### src/rtl/iro_ctrl.sv
// Sequencer for one instrumented ring oscillator: loads the seed serially,
// runs the ring for a programmed number of clocks, freezes it and captures
// the phase taps twice to flag an unstable capture.
module iro_ctrl #(
    parameter int unsigned N_STAGES = 25,
    parameter int unsigned CLK_DIV  = 2,
    parameter int unsigned RUN_W    = 16,
    parameter int unsigned SETTLE   = 4
) (
    input  logic                clk,
    input  logic                rst_n,
    input  logic                start,
    input  logic                abort,
    input  logic [N_STAGES-1:0] seed_in,
    input  logic [3:0]          stages_in,
    input  logic [RUN_W-1:0]    run_cycles,
    output logic                busy,
    output logic                done,
    output logic [15:0]         result,
    output logic                result_stable,
    output logic                iro_enable,
    output logic                iro_hold,
    output logic                iro_bclk,
    output logic                iro_bdat,
    output logic [3:0]          iro_n_stages,
    input  logic [15:0]         iro_phases
);

    localparam int unsigned DIV_W = $clog2(2 * CLK_DIV);
    localparam int unsigned BIT_W = $clog2(N_STAGES);
    localparam int unsigned HLD_W = $clog2(SETTLE + 2);

    typedef enum logic [2:0] {
        StIdle,
        StShift,
        StRun,
        StHold,
        StCapture,
        StDone
    } state_e;

    state_e              state_q, state_d;
    logic [DIV_W-1:0]    div_q, div_d;
    logic [BIT_W-1:0]    bit_q, bit_d;
    logic [RUN_W-1:0]    run_q, run_d;
    logic [HLD_W-1:0]    hcnt_q, hcnt_d;
    logic [N_STAGES-1:0] sreg_q, sreg_d;
    logic [3:0]          nst_q, nst_d;
    logic [15:0]         s1_q, s2_q;
    logic [15:0]         a_q, a_d;
    logic [15:0]         result_q, result_d;
    logic                stable_q, stable_d;
    // IRO pins are registered so the asynchronous ring never sees glitches;
    // they follow the state by one cycle.
    logic                en_q, en_d;
    logic                hold_q, hold_d;
    logic                bclk_q, bclk_d;
    logic                bdat_q, bdat_d;

    // Two-flop synchronizer for the asynchronous phase taps.
    always_ff @(posedge clk or negedge rst_n) begin
        if (!rst_n) begin
            s1_q <= '0;
            s2_q <= '0;
        end else begin
            s1_q <= iro_phases;
            s2_q <= s1_q;
        end
    end

    // Next-state, counter and pin logic.
    always_comb begin
        state_d  = state_q;
        div_d    = div_q;
        bit_d    = bit_q;
        run_d    = run_q;
        hcnt_d   = hcnt_q;
        sreg_d   = sreg_q;
        nst_d    = nst_q;
        a_d      = a_q;
        result_d = result_q;
        stable_d = stable_q;
        en_d     = 1'b0;
        hold_d   = 1'b0;
        bclk_d   = 1'b0;
        bdat_d   = 1'b0;
        unique case (state_q)
            StIdle: begin
                if (start) begin
                    sreg_d  = seed_in;
                    run_d   = (run_cycles == '0) ? RUN_W'(1) : run_cycles;
                    nst_d   = stages_in;
                    div_d   = '0;
                    bit_d   = '0;
                    state_d = StShift;
                end
            end
            StShift: begin
                bclk_d = (div_q >= DIV_W'(CLK_DIV));
                bdat_d = sreg_q[N_STAGES-1];
                if (div_q == DIV_W'(2 * CLK_DIV - 1)) begin
                    div_d  = '0;
                    sreg_d = sreg_q << 1;
                    if (bit_q == BIT_W'(N_STAGES - 1)) begin
                        bit_d   = '0;
                        state_d = StRun;
                    end else begin
                        bit_d = bit_q + BIT_W'(1);
                    end
                end else begin
                    div_d = div_q + DIV_W'(1);
                end
            end
            StRun: begin
                en_d = 1'b1;
                if (run_q == RUN_W'(1)) begin
                    hcnt_d  = '0;
                    state_d = StHold;
                end else begin
                    run_d = run_q - RUN_W'(1);
                end
            end
            StHold: begin
                en_d   = 1'b1;
                hold_d = 1'b1;
                if (hcnt_q == HLD_W'(SETTLE + 1)) begin
                    a_d     = s2_q;
                    state_d = StCapture;
                end else begin
                    hcnt_d = hcnt_q + HLD_W'(1);
                end
            end
            StCapture: begin
                result_d = s2_q;
                stable_d = (a_q == s2_q);
                state_d  = StDone;
            end
            StDone: begin
                state_d = StIdle;
            end
            default: begin
                state_d = StIdle;
            end
        endcase
        // Abort only applies while busy; it keeps the previous result.
        if (abort && (state_q != StIdle)) begin
            state_d  = StIdle;
            en_d     = 1'b0;
            hold_d   = 1'b0;
            bclk_d   = 1'b0;
            bdat_d   = 1'b0;
            result_d = result_q;
            stable_d = stable_q;
        end
    end

    // State, counters and registered outputs.
    always_ff @(posedge clk or negedge rst_n) begin
        if (!rst_n) begin
            state_q  <= StIdle;
            div_q    <= '0;
            bit_q    <= '0;
            run_q    <= '0;
            hcnt_q   <= '0;
            sreg_q   <= '0;
            nst_q    <= '0;
            a_q      <= '0;
            result_q <= '0;
            stable_q <= 1'b0;
            en_q     <= 1'b0;
            hold_q   <= 1'b0;
            bclk_q   <= 1'b0;
            bdat_q   <= 1'b0;
        end else begin
            state_q  <= state_d;
            div_q    <= div_d;
            bit_q    <= bit_d;
            run_q    <= run_d;
            hcnt_q   <= hcnt_d;
            sreg_q   <= sreg_d;
            nst_q    <= nst_d;
            a_q      <= a_d;
            result_q <= result_d;
            stable_q <= stable_d;
            en_q     <= en_d;
            hold_q   <= hold_d;
            bclk_q   <= bclk_d;
            bdat_q   <= bdat_d;
        end
    end

    assign busy          = (state_q != StIdle);
    assign done          = (state_q == StDone);
    assign result        = result_q;
    assign result_stable = stable_q;
    assign iro_enable    = en_q;
    assign iro_hold      = hold_q;
    assign iro_bclk      = bclk_q;
    assign iro_bdat      = bdat_q;
    assign iro_n_stages  = nst_q;

endmodule

### config.mk
export PLATFORM = sky130hd
export DESIGN_NAME = iro_ctrl
export DESIGN_NICKNAME = d
export VERILOG_FILES = /design/src/rtl/iro_ctrl.sv
export SDC_FILE = /design/constraint.sdc
export NUM_CORES = 1
export LEC_CHECK = 0
export ABC_AREA = 1
export BUFFER_PORTS_ARGS = -buffer_cell sky130_fd_sc_hd__buf_2
export CORE_UTILIZATION = 35
export DETAILED_ROUTE_END_ITERATION = 10
export SYNTH_ARGS = -nofsm -noshare
export SYNTH_HDL_FRONTEND = slang
export SYNTH_SLANG_ARGS = --single-unit
### constraint.sdc
create_clock -name clk -period 1.9 [get_ports clk]
set_clock_uncertainty 0.15 [all_clocks]
set_input_delay 0.19 -clock clk [delete_from_list [all_inputs] [get_ports clk]]
set_output_delay 0.19 -clock clk [all_outputs]
set_load 0.02 [all_outputs]
==> metrics, run 1 <==
height of the die 132 µm; Avg WL per Cell about 13 µm; Yosys reg bits 127; first-pass GRT wire length 22900 µm; # rows 46; switching power total 0.00474 W; Critical path origin state_q[0]$_DFFE_PN0P_; top-count cell post-synth nand2_1; routed wire length 13300 µm; status finished clean; Leakage approximately 3.9 nW; worst reg-to-reg path cell count 10; Final setup viols 0; H-tree depth 4; post-synthesis sequential area ratio a little over half; cts bufs inserted 17; Top Family by Delay on Critical Path flip-flops; hold crit path type in2reg; effective utilization at floorplan 36.4%; Mapped Cells 659; clock sink count 127; clock root cell clkbuf_16; Post-Place Worst Slack 0.112 ns; max-slew violations 0; VDD IR max 0.000638 V; Initial DRT Pass Iterations 4; global placement routability congestion about 0.91; diode count 0; Clk pin slew, worst setup/hold paths 0.06 ns; area delta synth->final 35.2%; Primary FF master, synth dfrtp_1; # DRC 0; R2R Path Start state_q[2]$_DFFE_PN0P_; largest net degree at the start of global routing 50; EDFF count, synth 0; Arr. time, crit path 1.50 ns; Pint 0.00783 W; Max Freq 0.543 GHz; Buf/Inv on CP 2; total number of vias around 4800; vias per cell between 4 and 5; crit path to done; Synth area leader dfrtp_1; share of cells above drive strength 1 23.4%; setup ws final 0.0599 ns; Flop pwr share 32.7%; RSZ-0062 raised after global routing yes; CP Capture Type primary output; R2R Setup Slk 0.08 ns; Final Net Count 903; Slew HR a little under three quarters; top cells by area, synth dfrtp_1 54%, nand2_1 10%, o21ai_0 6.1%; Worst path depth 3; number of antenna-violating nets in the routed design 0; Final min period 1.84 ns; crit path max fanout 6; core footprint 0.0161 mm²; crit-path cells inv_1, nor3_1, buf_2; max cap viols 0; Worst path slowest cell dfrtp_1; die footprint 0.0173 mm²; Slew @ Worst Pin 0.436 ns; Unique masters post-synth 35; CP max stage delay 0.49 ns; I/O pin count 92; switching share of power 37.7%; synth warn 0; crit start category register; Syn Std Cell Area 0.00587 mm²; Die Wd between 100 and 150 µm; PD cells approximately 1600 mW/mm²; IO Port Bufs 91; syn_area_per_cell 8.91 µm²; Post-synth top cells 157 x nand2_1, 127 x dfrtp_1, 85 x inv_1, 71 x o21ai_0, 44 x nor2_1; Skew-Pair Late Insertion Delay 0.41 ns; initial antenna violation count 0; Gate power share 40.6%; Post-Syn Nets 732; post-layout total power 0.0126 W; clk buf depth 2; Crit Reg-Reg Endpoint run_q[8]$_DFFE_PN0P_; final hold viol count 0; post-synth top area share 54.1%; DR iter-0 viols 199; kind of critical path reg2out; GRT Util Overall between 10% and 20%; CTS tree built; Worst Path Required ~1.6 ns; Final Util 49.3%; Clk network pwr share approximately a quarter; GRT overflow 0; DP Wirelength 9080 µm; Tcrit/Tclk final between 90% and 100%; asr flop ratio synth 100%; vias in the first global route 4828
## layout by cell type (no fill, tap or decap), drive strengths merged, types with 5 or more instances in the layout
cell and count:
buf 116, clkbuf 21, clkinvlp 5, dfrtp 127, dlygate4sd3 59, ha 8
inv 89, nand2 163, nand3 40, nand4 11, nor2 50, nor3 6
o211ai 26, o21ai 84, or2 6, xnor2 9
## cells by family after synthesis
kind of cell / after synthesis / synth area share, %
flops: 127 / 54.1
simple gates: 278 / 20.7
mux: 4 / 0.767
fa+ha+maj: 8 / 1.70
xor+xnor: 13 / 1.94
buf+inv: 113 / 8.16
compound gates: 116 / 12.6
## power by group through the flow
stage	sequential (W)	clock (W)	combinational [W]
after floorplan	0.00433	0	0.00333
after global placement	0.00411	0	0.00482
after detailed placement	0.00415	0	0.00489
after CTS	0.00411	0.00345	0.00501
after global routing	0.00422	0.00357	0.00574
final	0.00411	0.00336	0.00510
## sequential cells by signal, summed over array words and instances, names as in the netlist, 3 cells and up
name and count:
s2_q 16, state_q 3, iro_n_stages 4, s1_q 16, run_q 16, bit_q 5
result 16, hcnt_q 3, a_q 16, sreg_q 25
## metal layers
| layer | vias up | track usage (%) | wire length, µm |
|---|---|---|---|
| li1 | 2471 | - | - |
| met5 | - | 0 | 0 |
| met4 | 0 | 6.40 | 209 |
| met1 | 2189 | 20.8 | 6120 |
| met2 | 89 | 27.7 | 6540 |
| met3 | 20 | 3.74 | 384 |
## worst min-delay path by stage
stage / start / end / cells after the start
floorplan: rst_n / a_q[0]$_DFFE_PN0P_ / 0
global placement: rst_n / iro_n_stages[1]$_DFFE_PN0P_ / 1
detailed placement: rst_n / iro_n_stages[1]$_DFFE_PN0P_ / 1
CTS: run_cycles[7] / run_q[7]$_DFFE_PN0P_ / 5
global route: run_cycles[8] / run_q[8]$_DFFE_PN0P_ / 5
finish: run_cycles[7] / run_q[7]$_DFFE_PN0P_ / 5
## timing repair
action / 4_1_cts / 5_1_grt
endpoints found under the hold margin: 167 / 0
buffers inserted: 0 / 3
hold buffers: 59 / 0
endpoints found under the setup margin: 0 / 16
gates resized for setup: 0 / 7
## worst min-delay path, cell delays in order
cell and delay, ns:
buf_2 0.10, o21ai_0 0.09, nand2_1 0.06, inv_1 0.03, nor2_1 0.08
## cell type report
type,instances,area [µm²]
multi-input cells,419,2230
flip-flops and latches,127,3180
repair inverters,1,7.51
inverters,89,340
fillers,1543,8180
well taps,216,270
repair buffers,175,1300
clock inverters,10,161
clock buffers,21,450
## metrics by stage
step           instances  hold slack (ns)  area [µm²]  TNS, ns
3_3_place_gp         964          0.00363        6690        0
4_1_cts             1054           0.0154        7890        0
2_1_floorplan        659           -0.256        5870        0
5_1_grt             1058           0.0556        7940   -0.157
6_report            1058           0.0434        7940        0
3_5_place_dp         964          0.00566        6690        0
Power figures use the tool's default switching activity.
==> inputs of run 2 (changes only) <==
Settings changed: CTS_BUF_LIST set to sky130_fd_sc_hd__clkbuf_2, CTS_CLUSTER_DIAMETER set to 60.
==> metrics, run 2 (synthesis gave the netlist of run 1 again) <==
status finished clean; GRT overflow 0; Slew @ Worst Pin 0.452 ns; kind of critical path reg2out; Tcrit/Tclk final a little under 100%; # DRC 0; setup TNS 0 ns; DR iter-0 viols 193; height of the die between 100 and 150 µm; initial antenna violation count 0; Gate power share between 40 and 50%; max-slew violations 0; Post-Place Worst Slack between 0.1 and 0.15 ns; Clk network pwr share 16.2%; crit path max fanout 4; core footprint 0.0161 mm²; max cap viols 0; crit path to done; Max Freq 0.532 GHz; vias in the first global route about 5000; CP Capture Type primary output; Final Net Count 934; most frequent cells in the layout 156 x nand2_1, 125 x dfrtp_1, 88 x buf_2, 83 x inv_1, 83 x dlygate4sd3_1; Slew HR 69.9%; H-tree depth 4; RSZ-0062 raised after global routing yes; switching share of power roughly two fifths; Final Util 49.7%; cts bufs inserted 17; final hold viol count 0; # rows 46; area delta synth->final 36.3%; IO Port Bufs 91; post-layout total power 0.0115 W; Arr. time, crit path 1.54 ns; Pint 0.00672 W; clk buf depth 2; PD cells 1430 mW/mm²; clock sink count between 100 and 150; Final min period 1.88 ns; Final setup viols 0; Skew-Pair Late Insertion Delay 0.70 ns; die footprint 0.0173 mm²; clock root cell clkbuf_2; GRT Util Overall between 15 and 20%; switching power total 0.00475 W; Biggest register sreg_q; vias per cell ~4.5; crit start category register; number of antenna-violating nets in the routed design 0; VDD IR max 0.000712 V; Die Wd 132 µm; worst reg-to-reg path cell count 9; CTS tree built; effective utilization at floorplan 36.4%; setup ws final between 0.02 and 0.025 ns; first-pass GRT wire length roughly 24000 µm; Clk pin slew, worst setup/hold paths 0.20 ns; I/O pin count 92; most common cell after layout, fill and taps aside nand2_1; R2R Path Start state_q[1]$_DFFE_PN0P_; total number of vias 4934; routed wire length ~14000 µm; Leakage 3.89 nW; hold crit path type in2reg; Critical path origin state_q[1]$_DFFE_PN0P_; Initial DRT Pass Iterations 4; diode count 0; fill count between 1500 and 2000; Avg WL per Cell 12.9 µm; max reg flops 25; R2R Setup Slk 0.06 ns; share of cells above drive strength 1 24.3%; Crit Reg-Reg Endpoint run_q[5]$_DFFE_PN0P_; largest net degree at the start of global routing 50; Worst Path Required 1.56 ns; Flop pwr share 35.7%; DP Wirelength 9080 µm; global placement routability congestion between 0.9 and 1
run 2: cell type report:
cell class | count | area [µm²] | share of cell area [%]
Clock buffer | 20 | 100 | 1.25
Clock inverter | 11 | 165 | 2.06
Inverter | 89 | 343 | 4.28
Multi-Input combinational cell | 419 | 2270 | 28.4
Sequential cell | 127 | 3180 | 39.7
Tap cell | 216 | 270 | 3.38
Timing Repair Buffer | 206 | 1660 | 20.8
Timing Repair inverter | 1 | 7.51 | 0.0938
run 2: worst max-delay path: stages, from the launching register on:
cell and delay (ns):
dfrtp_2 0.50, nor3_4 0.22, buf_6 0.14
run 2: power groups by stage:
stage	logic [W]	registers, W	clock network, W
2_1_floorplan	0.00333	0.00433	0
3_3_place_gp	0.00482	0.00411	0
3_5_place_dp	0.00489	0.00415	0
4_1_cts	0.00515	0.00408	0.00195
5_1_grt	0.00617	0.00421	0.00206
6_report	0.00551	0.00410	0.00186
run 2: worst min-delay path by stage:
stage,from,endpoint,cells past startpoint
floorplan,rst_n,a_q[0]$_DFFE_PN0P_,0
CTS,stages_in[0],iro_n_stages[0]$_DFFE_PN0P_,3
detailed placement,rst_n,iro_n_stages[1]$_DFFE_PN0P_,1
global route,stages_in[1],iro_n_stages[1]$_DFFE_PN0P_,3
global placement,rst_n,iro_n_stages[1]$_DFFE_PN0P_,1
finish,stages_in[0],iro_n_stages[0]$_DFFE_PN0P_,3
run 2: repair_timing:
| item | CTS | global route |
|---|---|---|
| pin swaps | 0 | 4 |
| cloned | 0 | 2 |
| setup buffers | 4 | 4 |
| resized for setup | 8 | 25 |
| endpoints found under the hold margin | 213 | 0 |
| hold buffers | 84 | 0 |
| endpoints found under the setup margin | 2 | 49 |
run 2: through the flow:
stage | hold WS, ns | std cells | instance area [µm²]
after floorplan | -0.256 | 659 | 5870
after global placement | 0.00363 | 964 | 6690
after detailed placement | 0.00566 | 964 | 6690
after CTS | 0.00220 | 1083 | 7860
after global routing | 0.0189 | 1089 | 8000
final | 0.119 | 1089 | 8000
run 2: layer usage:
layer  GRT usage [%]  up-vias  routed length, µm
li1                -     2529                  -
met1            21.2     2298               6380
met2            29.1       91               6990
met3            4.82       16                430
met4            5.88        0                197
met5               0        -                  0
